`config.mk`:
```
export PLATFORM = sky130hd
export DESIGN_NAME = irq_pri_arbiter
export DESIGN_NICKNAME = d
export VERILOG_FILES = /design/src/rtl/irq_pkg.sv /design/src/rtl/irq_pri_enc.sv /design/src/rtl/irq_pri_arbiter.sv
export SDC_FILE = /design/constraint.sdc
export NUM_CORES = 1
export LEC_CHECK = 0
export CAP_MARGIN = 20
export CELL_PAD_IN_SITES_DETAIL_PLACEMENT = 2
export CELL_PAD_IN_SITES_GLOBAL_PLACEMENT = 2
export CORE_UTILIZATION = 32
export CTS_CLUSTER_DIAMETER = 150
export DETAILED_ROUTE_END_ITERATION = 8
export GPL_TIMING_DRIVEN = 0
export MAX_ROUTING_LAYER = met4
export PLACE_DENSITY_LB_ADDON = 0.1
export SETUP_SLACK_MARGIN = 0.02
export SYNTH_ARGS = -nofsm -noshare
export SYNTH_HDL_FRONTEND = slang
export SYNTH_SLANG_ARGS = --single-unit
```
`constraint.sdc`:
```
create_clock -name clk -period 4.5 [get_ports clk]
set_clock_uncertainty 0.05 [all_clocks]
set_input_delay 1.125 -clock clk [delete_from_list [all_inputs] [get_ports clk]]
set_output_delay 1.125 -clock clk [all_outputs]
set_load 0.01 [all_outputs]
```
`src/rtl/irq_pkg.sv`:
```
// Shared types and constants for the interrupt priority arbiter.
package irq_pkg;

    localparam int unsigned N_REQ_DEF   = 8;
    localparam int unsigned HOLDOFF_DEF = 2;
    localparam int unsigned N_REQ_MAX   = 8;
    localparam int unsigned IDX_MAX_W   = 3;
    localparam int unsigned CNT_W       = 4;

    typedef enum logic [1:0] {
        ST_IDLE    = 2'd0,
        ST_PRESENT = 2'd1,
        ST_HOLD    = 2'd2
    } state_e;

    // Widest one-hot vector; callers truncate to their own line count.
    function automatic logic [N_REQ_MAX-1:0] onehot(input logic [IDX_MAX_W-1:0] idx);
        onehot = N_REQ_MAX'(1) << idx;
    endfunction

endpackage

```
`src/rtl/irq_pri_enc.sv`:
```
// Combinational highest-index-first encoder over the candidate vector.
module irq_pri_enc #(
    parameter  int unsigned N_REQ = 8,
    localparam int unsigned IDX_W = $clog2(N_REQ)
) (
    input  logic [N_REQ-1:0] cand_i,
    output logic [IDX_W-1:0] winner_c,
    output logic             any_valid_c
);

    // Ascending scan: the last (highest) set bit overwrites earlier hits.
    always_comb begin
        winner_c    = '0;
        any_valid_c = |cand_i;
        for (int i = 0; i < int'(N_REQ); i++) begin
            if (cand_i[i]) begin
                winner_c = IDX_W'(i);
            end
        end
    end

endmodule

```
`src/rtl/irq_pri_arbiter.sv`:
```
// Edge-capturing interrupt front end with masked priority arbitration and handshake holdoff.
// Optional macro IRQ_SYNC_EN adds a 2-flop synchronizer on req_in.
module irq_pri_arbiter
    import irq_pkg::*;
#(
    parameter  int unsigned N_REQ   = N_REQ_DEF,
    parameter  int unsigned HOLDOFF = HOLDOFF_DEF,
    localparam int unsigned IDX_W   = $clog2(N_REQ)
) (
    input  logic             clk,
    input  logic             rst_n,
    input  logic [N_REQ-1:0] req_in,
    input  logic [N_REQ-1:0] mask,
    input  logic             sw_clr,
    output logic             out_valid,
    output logic [IDX_W-1:0] out_idx,
    input  logic             out_ready,
    output logic [N_REQ-1:0] pending_o,
    output logic             overflow_o
);

    logic [N_REQ-1:0] req_s;
    logic [N_REQ-1:0] req_q, req_d;
    logic [N_REQ-1:0] pending_q, pending_d;
    logic [N_REQ-1:0] rise, clr_vec, cand;
    logic             overflow_q, overflow_d;
    logic             out_valid_q, out_valid_d;
    logic [IDX_W-1:0] out_idx_q, out_idx_d;
    logic [CNT_W-1:0] cnt_q, cnt_d;
    state_e           state_q, state_d;
    logic             handshake;
    logic [IDX_W-1:0] winner_c;
    logic             any_valid_c;

`ifdef IRQ_SYNC_EN
    logic [N_REQ-1:0] sync1_q, sync2_q;

    always_ff @(posedge clk or negedge rst_n) begin
        if (!rst_n) begin
            sync1_q <= '0;
            sync2_q <= '0;
        end else begin
            sync1_q <= req_in;
            sync2_q <= sync1_q;
        end
    end

    assign req_s = sync2_q;
`else
    assign req_s = req_in;
`endif

    assign cand = pending_q & mask;

    irq_pri_enc #(.N_REQ(N_REQ)) u_enc (
        .cand_i      (cand),
        .winner_c    (winner_c),
        .any_valid_c (any_valid_c)
    );

    // Edge capture and pending bookkeeping; a fresh rise beats the handshake clear.
    always_comb begin
        rise       = req_s & ~req_q;
        handshake  = (state_q == ST_PRESENT) && out_valid_q && out_ready && !sw_clr;
        clr_vec    = handshake ? N_REQ'(onehot(IDX_MAX_W'(out_idx_q))) : '0;
        req_d      = req_s;
        pending_d  = sw_clr ? '0 : ((pending_q & ~clr_vec) | rise);
        overflow_d = (|(rise & pending_q & ~clr_vec)) & ~sw_clr;
    end

    always_comb begin
        state_d     = state_q;
        out_valid_d = out_valid_q;
        out_idx_d   = out_idx_q;
        cnt_d       = cnt_q;
        case (state_q)
            ST_IDLE: begin
                out_valid_d = 1'b0;
                if (any_valid_c && !sw_clr) begin
                    out_idx_d   = winner_c;
                    out_valid_d = 1'b1;
                    state_d     = ST_PRESENT;
                end
            end
            ST_PRESENT: begin
                if (sw_clr) begin
                    out_valid_d = 1'b0;
                    state_d     = ST_IDLE;
                end else if (out_ready) begin
                    out_valid_d = 1'b0;
                    if (HOLDOFF == 0) begin
                        state_d = ST_IDLE;
                    end else begin
                        cnt_d   = CNT_W'(HOLDOFF - 1);
                        state_d = ST_HOLD;
                    end
                end
            end
            ST_HOLD: begin
                if (cnt_q == '0) begin
                    state_d = ST_IDLE;
                end else begin
                    cnt_d = cnt_q - CNT_W'(1);
                end
            end
            default: begin
                out_valid_d = 1'b0;
                state_d     = ST_IDLE;
            end
        endcase
    end

    always_ff @(posedge clk or negedge rst_n) begin
        if (!rst_n) begin
            req_q       <= '0;
            pending_q   <= '0;
            overflow_q  <= 1'b0;
            out_valid_q <= 1'b0;
            out_idx_q   <= '0;
            cnt_q       <= '0;
            state_q     <= ST_IDLE;
        end else begin
            req_q       <= req_d;
            pending_q   <= pending_d;
            overflow_q  <= overflow_d;
            out_valid_q <= out_valid_d;
            out_idx_q   <= out_idx_d;
            cnt_q       <= cnt_d;
            state_q     <= state_d;
        end
    end

    assign out_valid  = out_valid_q;
    assign out_idx    = out_idx_q;
    assign pending_o  = pending_q;
    assign overflow_o = overflow_q;

endmodule

```
; Yosys cells after proc, flatten, opt, wreduce, memory -nomap -nowiden
; Index checks and enable logic that the tools add are counted.
[op_classes]
n_bitwise = 11
muxes = 22
reduce_logical = 14
n_shift = 1
eq_ne = 8
add_sub_neg = 1
[op_table]
columns = operator, n
row1 = AND 8 bit, 5
row2 = 2-to-1 mux 8 bit, 2
row3 = NOT 8 bit, 2
row4 = OR reduction 8 bit, 2
row5 = 2-to-1 mux 2 bit, 6
row6 = 2-to-1 mux 3 bit, 4
row7 = 2-to-1 mux 4 bit, 3
row8 = != test 2 bit (second input constant), 5
row9 = bitwise OR 8 bit, 1
row10 = one-hot mux 4 bit (2 select lines), 1
row11 = left shift 1 x 3 -> 8 bit (first input constant), 1
row12 = one-hot mux 2 bit (3 select lines), 1
row13 = logical AND 1 bit, 4
row14 = logical NOT 4 bit, 1
row15 = 2-to-1 mux 1 bit, 4
row16 = AND reduction 2 bit, 2
row17 = AND reduction 4 bit, 1
row18 = subtractor 4 x 1 -> 4 bit (second input constant), 1
row19 = != test 3 bit (second input constant), 1
row20 = one-hot mux 1 bit (3 select lines), 1
row21 = AND reduction 3 bit, 1
row22 = == test 2 x 1 -> 1 bit (second input constant), 1
row23 = == test 2 bit (second input constant), 1
row24 = logical NOT 2 bit, 1
row25 = 4 further kinds, 5
[totals]
output_inout_bits = 13
wordCells = 64
register_bits = 27
input_bits = 20

; Longest topological paths before layout
[depth]
depth_word = 9
mapped_depth = 6
ltp_nobuf = 6

; Modules after synthesis
; A second synthesis with hierarchy kept.
[hier_totals]
cells_unflattened = 114
area_unflattened_um2 = 1236.2
[by_module_without_submodules]
columns = module, seq_area_each_um2, cells_per_inst, n_inst, area_per_inst_um2
row1 = irq_pri_arbiter, 675.6, 102, 1, 1169.9
row2 = irq_pri_enc, 0.0, 12, 1, 66.3

; Worst setup path before layout
; OpenSTA, ideal clock, no wires.
[synth_path]
path_kind = input to register
startpoint = input sw_clr
endpoint = register out_idx_q[1], in the netlist out_idx[1]
setup_ps = 128
arrival_ps = 2061
required_ps = 4322
stages = 3
n_path_buf = 0
path_slack_ps = 2262
cell_sequence = or3_1 > a31oi_4 > mux2_1
[synth_between]
elab_chain_cells = 3
[synth_lines]
columns = element, line_no
row1 = start: declaration, irq_pri_arbiter.sv:14  ; input logic sw_clr,
row2 = logical NOT 1 bit, irq_pri_arbiter.sv:79  ; if (any_valid_c && !sw_clr) begin
row3 = logical AND 1 bit, irq_pri_arbiter.sv:79
row4 = AND reduction 2 bit (no line), n/a
row5 = end signal: assignment, irq_pri_arbiter.sv:127  ; out_idx_q <= out_idx_d;
row6 = end: declaration, irq_pri_arbiter.sv:28  ; logic [IDX_W-1:0] out_idx_q, out_idx_d;
; No other way between the ends.
; A chain may end at the register's enable or synchronous reset.

; Worst setup path in the final report
[layout_path]
startpoint = register out_idx_q[2], in the netlist out_idx[2]
endpoint = output out_idx[2]
[layout_lines]
columns = element, line_no
row1 = end: declaration, irq_pri_arbiter.sv:16  ; output logic [IDX_W-1:0] out_idx,
; No word-level cell between the ends.

==> summary.txt <==
Htree depth -> 1
Detailed Routing Iterations Pass 1 -> 3
Syn_nets -> 149
Cell count after synthesis -> 128
Initial drt markers -> 43
Worst setup startpoint -> out_idx[2]$_DFFE_PN0P_
Slew HR -> 51.3%
Final wirelength -> 3.80 mm
Via count -> 1110
Cts repair resizes -> 0
Buf+Inv Stages, Crit Path -> 1
FF-to-FF End -> pending_o[2]$_DFF_PN0_
Setup_tns -> 0 ns
Starting Density -> 33.5%
Fillers -> 427
DIE WIDTH -> 67.0 um
Post-Synthesis Cell Area -> 1350 um^2
Die height -> 67.0 um
EDFF count, synth -> 0
#FFs+latches synth -> 27
Maximum VDD drop -> 147 uV
Avg Inst Size Synth -> 10.6 um^2
Fin util -> 44.9%
Outcome -> finished, final reports clean
Top cell type's share of synthesized area -> 50.0%
Rows -> 23
Leakage -> 0.726 nW
# clock sinks -> 27
Antenna Nets Post-Route -> 0
Clock Latency Late Sink -> 0.29 ns
Initial antenna violation count -> 0
CTS Hold Bufs -> 0
Vias in the first global route -> 1309
Crit Path Max Fanout -> 7
R2R Setup Slk -> 2.79 ns
Final hold vios -> 0
HP Class -> reg -> reg
RR Startpoint -> state_q[1]$_DFFE_PN0P_
Worst-Margin Slew -> 0.728 ns
Slowest stage delay, CP -> 0.60 ns
Port bufs -> 32
TritonCTS clock tree -> done
Worst R2R Path Depth -> 6
Total Routing Usage GR -> 20.7%
Stages on the worst setup path -> 1
DP Wirelength -> 3.02 mm
Min Tclk post-route -> 2.59 ns
Synth top cells by count -> dfrtp_1, a21oi_1, nand2_1
Synth area leaders -> dfrtp_1, a21oi_1, nand2b_1
Pwr dens -> 423 nW/um^2
Setup Viol. Count Final -> 0
Setup repair after global routing missed its margin -> no
Crit start category -> flip-flop
Remaining Overflow, GRT -> 0
Antenna Cells -> 0
Crit Path Category -> reg -> out
Critical-path top delay cell -> clkdlybuf4s50_1
Fmax -> 385 MHz
Maximum capacitance violations -> 0
Ys flop type -> dfrtp_1
DRC violations left -> 0
Ys Warns -> 0
Post-synth ARST share -> 100%
Worst Path Required -> 3.32 ns
RD Place Congestion -> 0.763
Max-slew violation total from the final report -> 0
Die Footprint -> 4490 um^2
First-pass GRT wire length -> 6.40 mm
Cts bufs inserted -> 3
NumNets Final -> 187
Multi-input gate area -> 633 um^2
Vias/cell -> 5.16
Critical path capture point type -> output port
Worst-path clk slew -> 0.10 ns
FF/Latch Area -> 676 um^2
Crit path capture -> out_idx[2]
Synth unique cells -> 45
Register area share after synthesis -> 50.0%
Hold WS -> 0.465 ns
WL/cell -> 17.7 um
Share of cells above drive strength 1 -> 12.7%
Fin crit share -> 57.7%
Core Area -> 4030 um^2
I/O pins -> 33
Max Root-Sink Buffers -> 2
P&R area growth vs syn -> 34.0%
Pin count of the biggest net entering global routing -> 17
Crit path DAT -> 1.42 ns
CP cell instances -> clkdlybuf4s50_1
Largest area contributor in the netlist -> dfrtp_1
# Post-CTS Setup Buffers -> 0
Crit path max-delay family -> buffers and inverters
Count leader, synth -> dfrtp_1
CTS root buf -> clkbuf_8
## power by group
group,internal (mW),total [mW],leakage [nW],switching [mW]
sequential,0.292,0.347,0.337,0.0558
clock,0.0632,0.148,0.0217,0.0850
combinational,0.134,0.270,0.367,0.137
total,0.489,0.766,0.726,0.277
## logic make-up (layout without fill, tap and decap cells)
family          Yosys count  after routing  synth area share [%]
simple gates             52             52                  23.2
mux                       4              4                  3.06
xor+xnor                  2              2                  1.30
buf+inv                   9             46                  3.15
compound gates           33             33                  18.3
flops                    27             27                  50.0
fa+ha+maj                 1              1                 0.926
## layout make-up
type                            count  share of cell area [%]
Sequential cell                    27                    37.3
Multi-Input combinational cell     92                    35.0
Timing Repair Buffer               33                    19.2
Tap cell                           50                    3.46
Clock buffer                        3                    2.28
Inverter                            6                    1.24
Buffer                              3                    1.11
Clock inverter                      1                   0.415
## metal layers
layer  share of wire, %  vias up  global-route usage (%)
met2                 49       22                    34.5
li1                   -      527                       -
met5                  0        -                       -
met1                 46      556                    24.4
met3                2.9        5                    3.08
met4                1.8        0                    9.57
## worst min path at each step
stage | slack (ns) | cells after the start | startpoint | to
2_1_floorplan | 0.41 | 1 | cnt_q[0]$_DFFE_PN0P_ | cnt_q[0]$_DFFE_PN0P_
3_3_place_gp | 0.44 | 1 | cnt_q[0]$_DFFE_PN0P_ | cnt_q[0]$_DFFE_PN0P_
3_5_place_dp | 0.46 | 1 | cnt_q[0]$_DFFE_PN0P_ | cnt_q[0]$_DFFE_PN0P_
4_1_cts | 0.48 | 1 | cnt_q[0]$_DFFE_PN0P_ | cnt_q[0]$_DFFE_PN0P_
5_1_grt | 0.53 | 2 | req_q[5]$_DFF_PN0_ | pending_o[5]$_DFF_PN0_
6_report | 0.47 | 1 | cnt_q[0]$_DFFE_PN0P_ | cnt_q[0]$_DFFE_PN0P_
## layout by cell type (no fill, tap or decap), types with 2 or more instances in the layout
master            n
nor3_1            2
or2_2             3
o21ai_0           6
a21oi_1          10
a22oi_1           2
or3_1             2
dfrtp_1          27
inv_1             5
nand3_1           2
nor2_1            8
nand4_1           2
nand2_1          10
clkdlybuf4s50_1  32
nor2b_1           5
nand3b_1          3
clkbuf_8          3
xor2_1            2
nand2b_1          7
mux2i_1           3
o21ai_1           2
## stage by stage
stage	power [mW]	std cells	instance area [um^2]	setup WS [ns]
after floorplan	0.497	128	1350	2.26
after global placement	0.606	210	1730	1.68
after detailed placement	0.625	211	1760	1.63
after CTS	0.779	215	1810	1.89
after global routing	0.821	215	1810	1.85
final	0.766	215	1810	1.91
## flip-flops by register name, indices dropped and copies added, names as in the netlist
register and flops:
cnt_q 4, req_q 8, pending_o 8, state_q 2, out_idx 3, overflow_o 1
out_valid 1
Note: power is estimated with default switching activity, not from simulation.
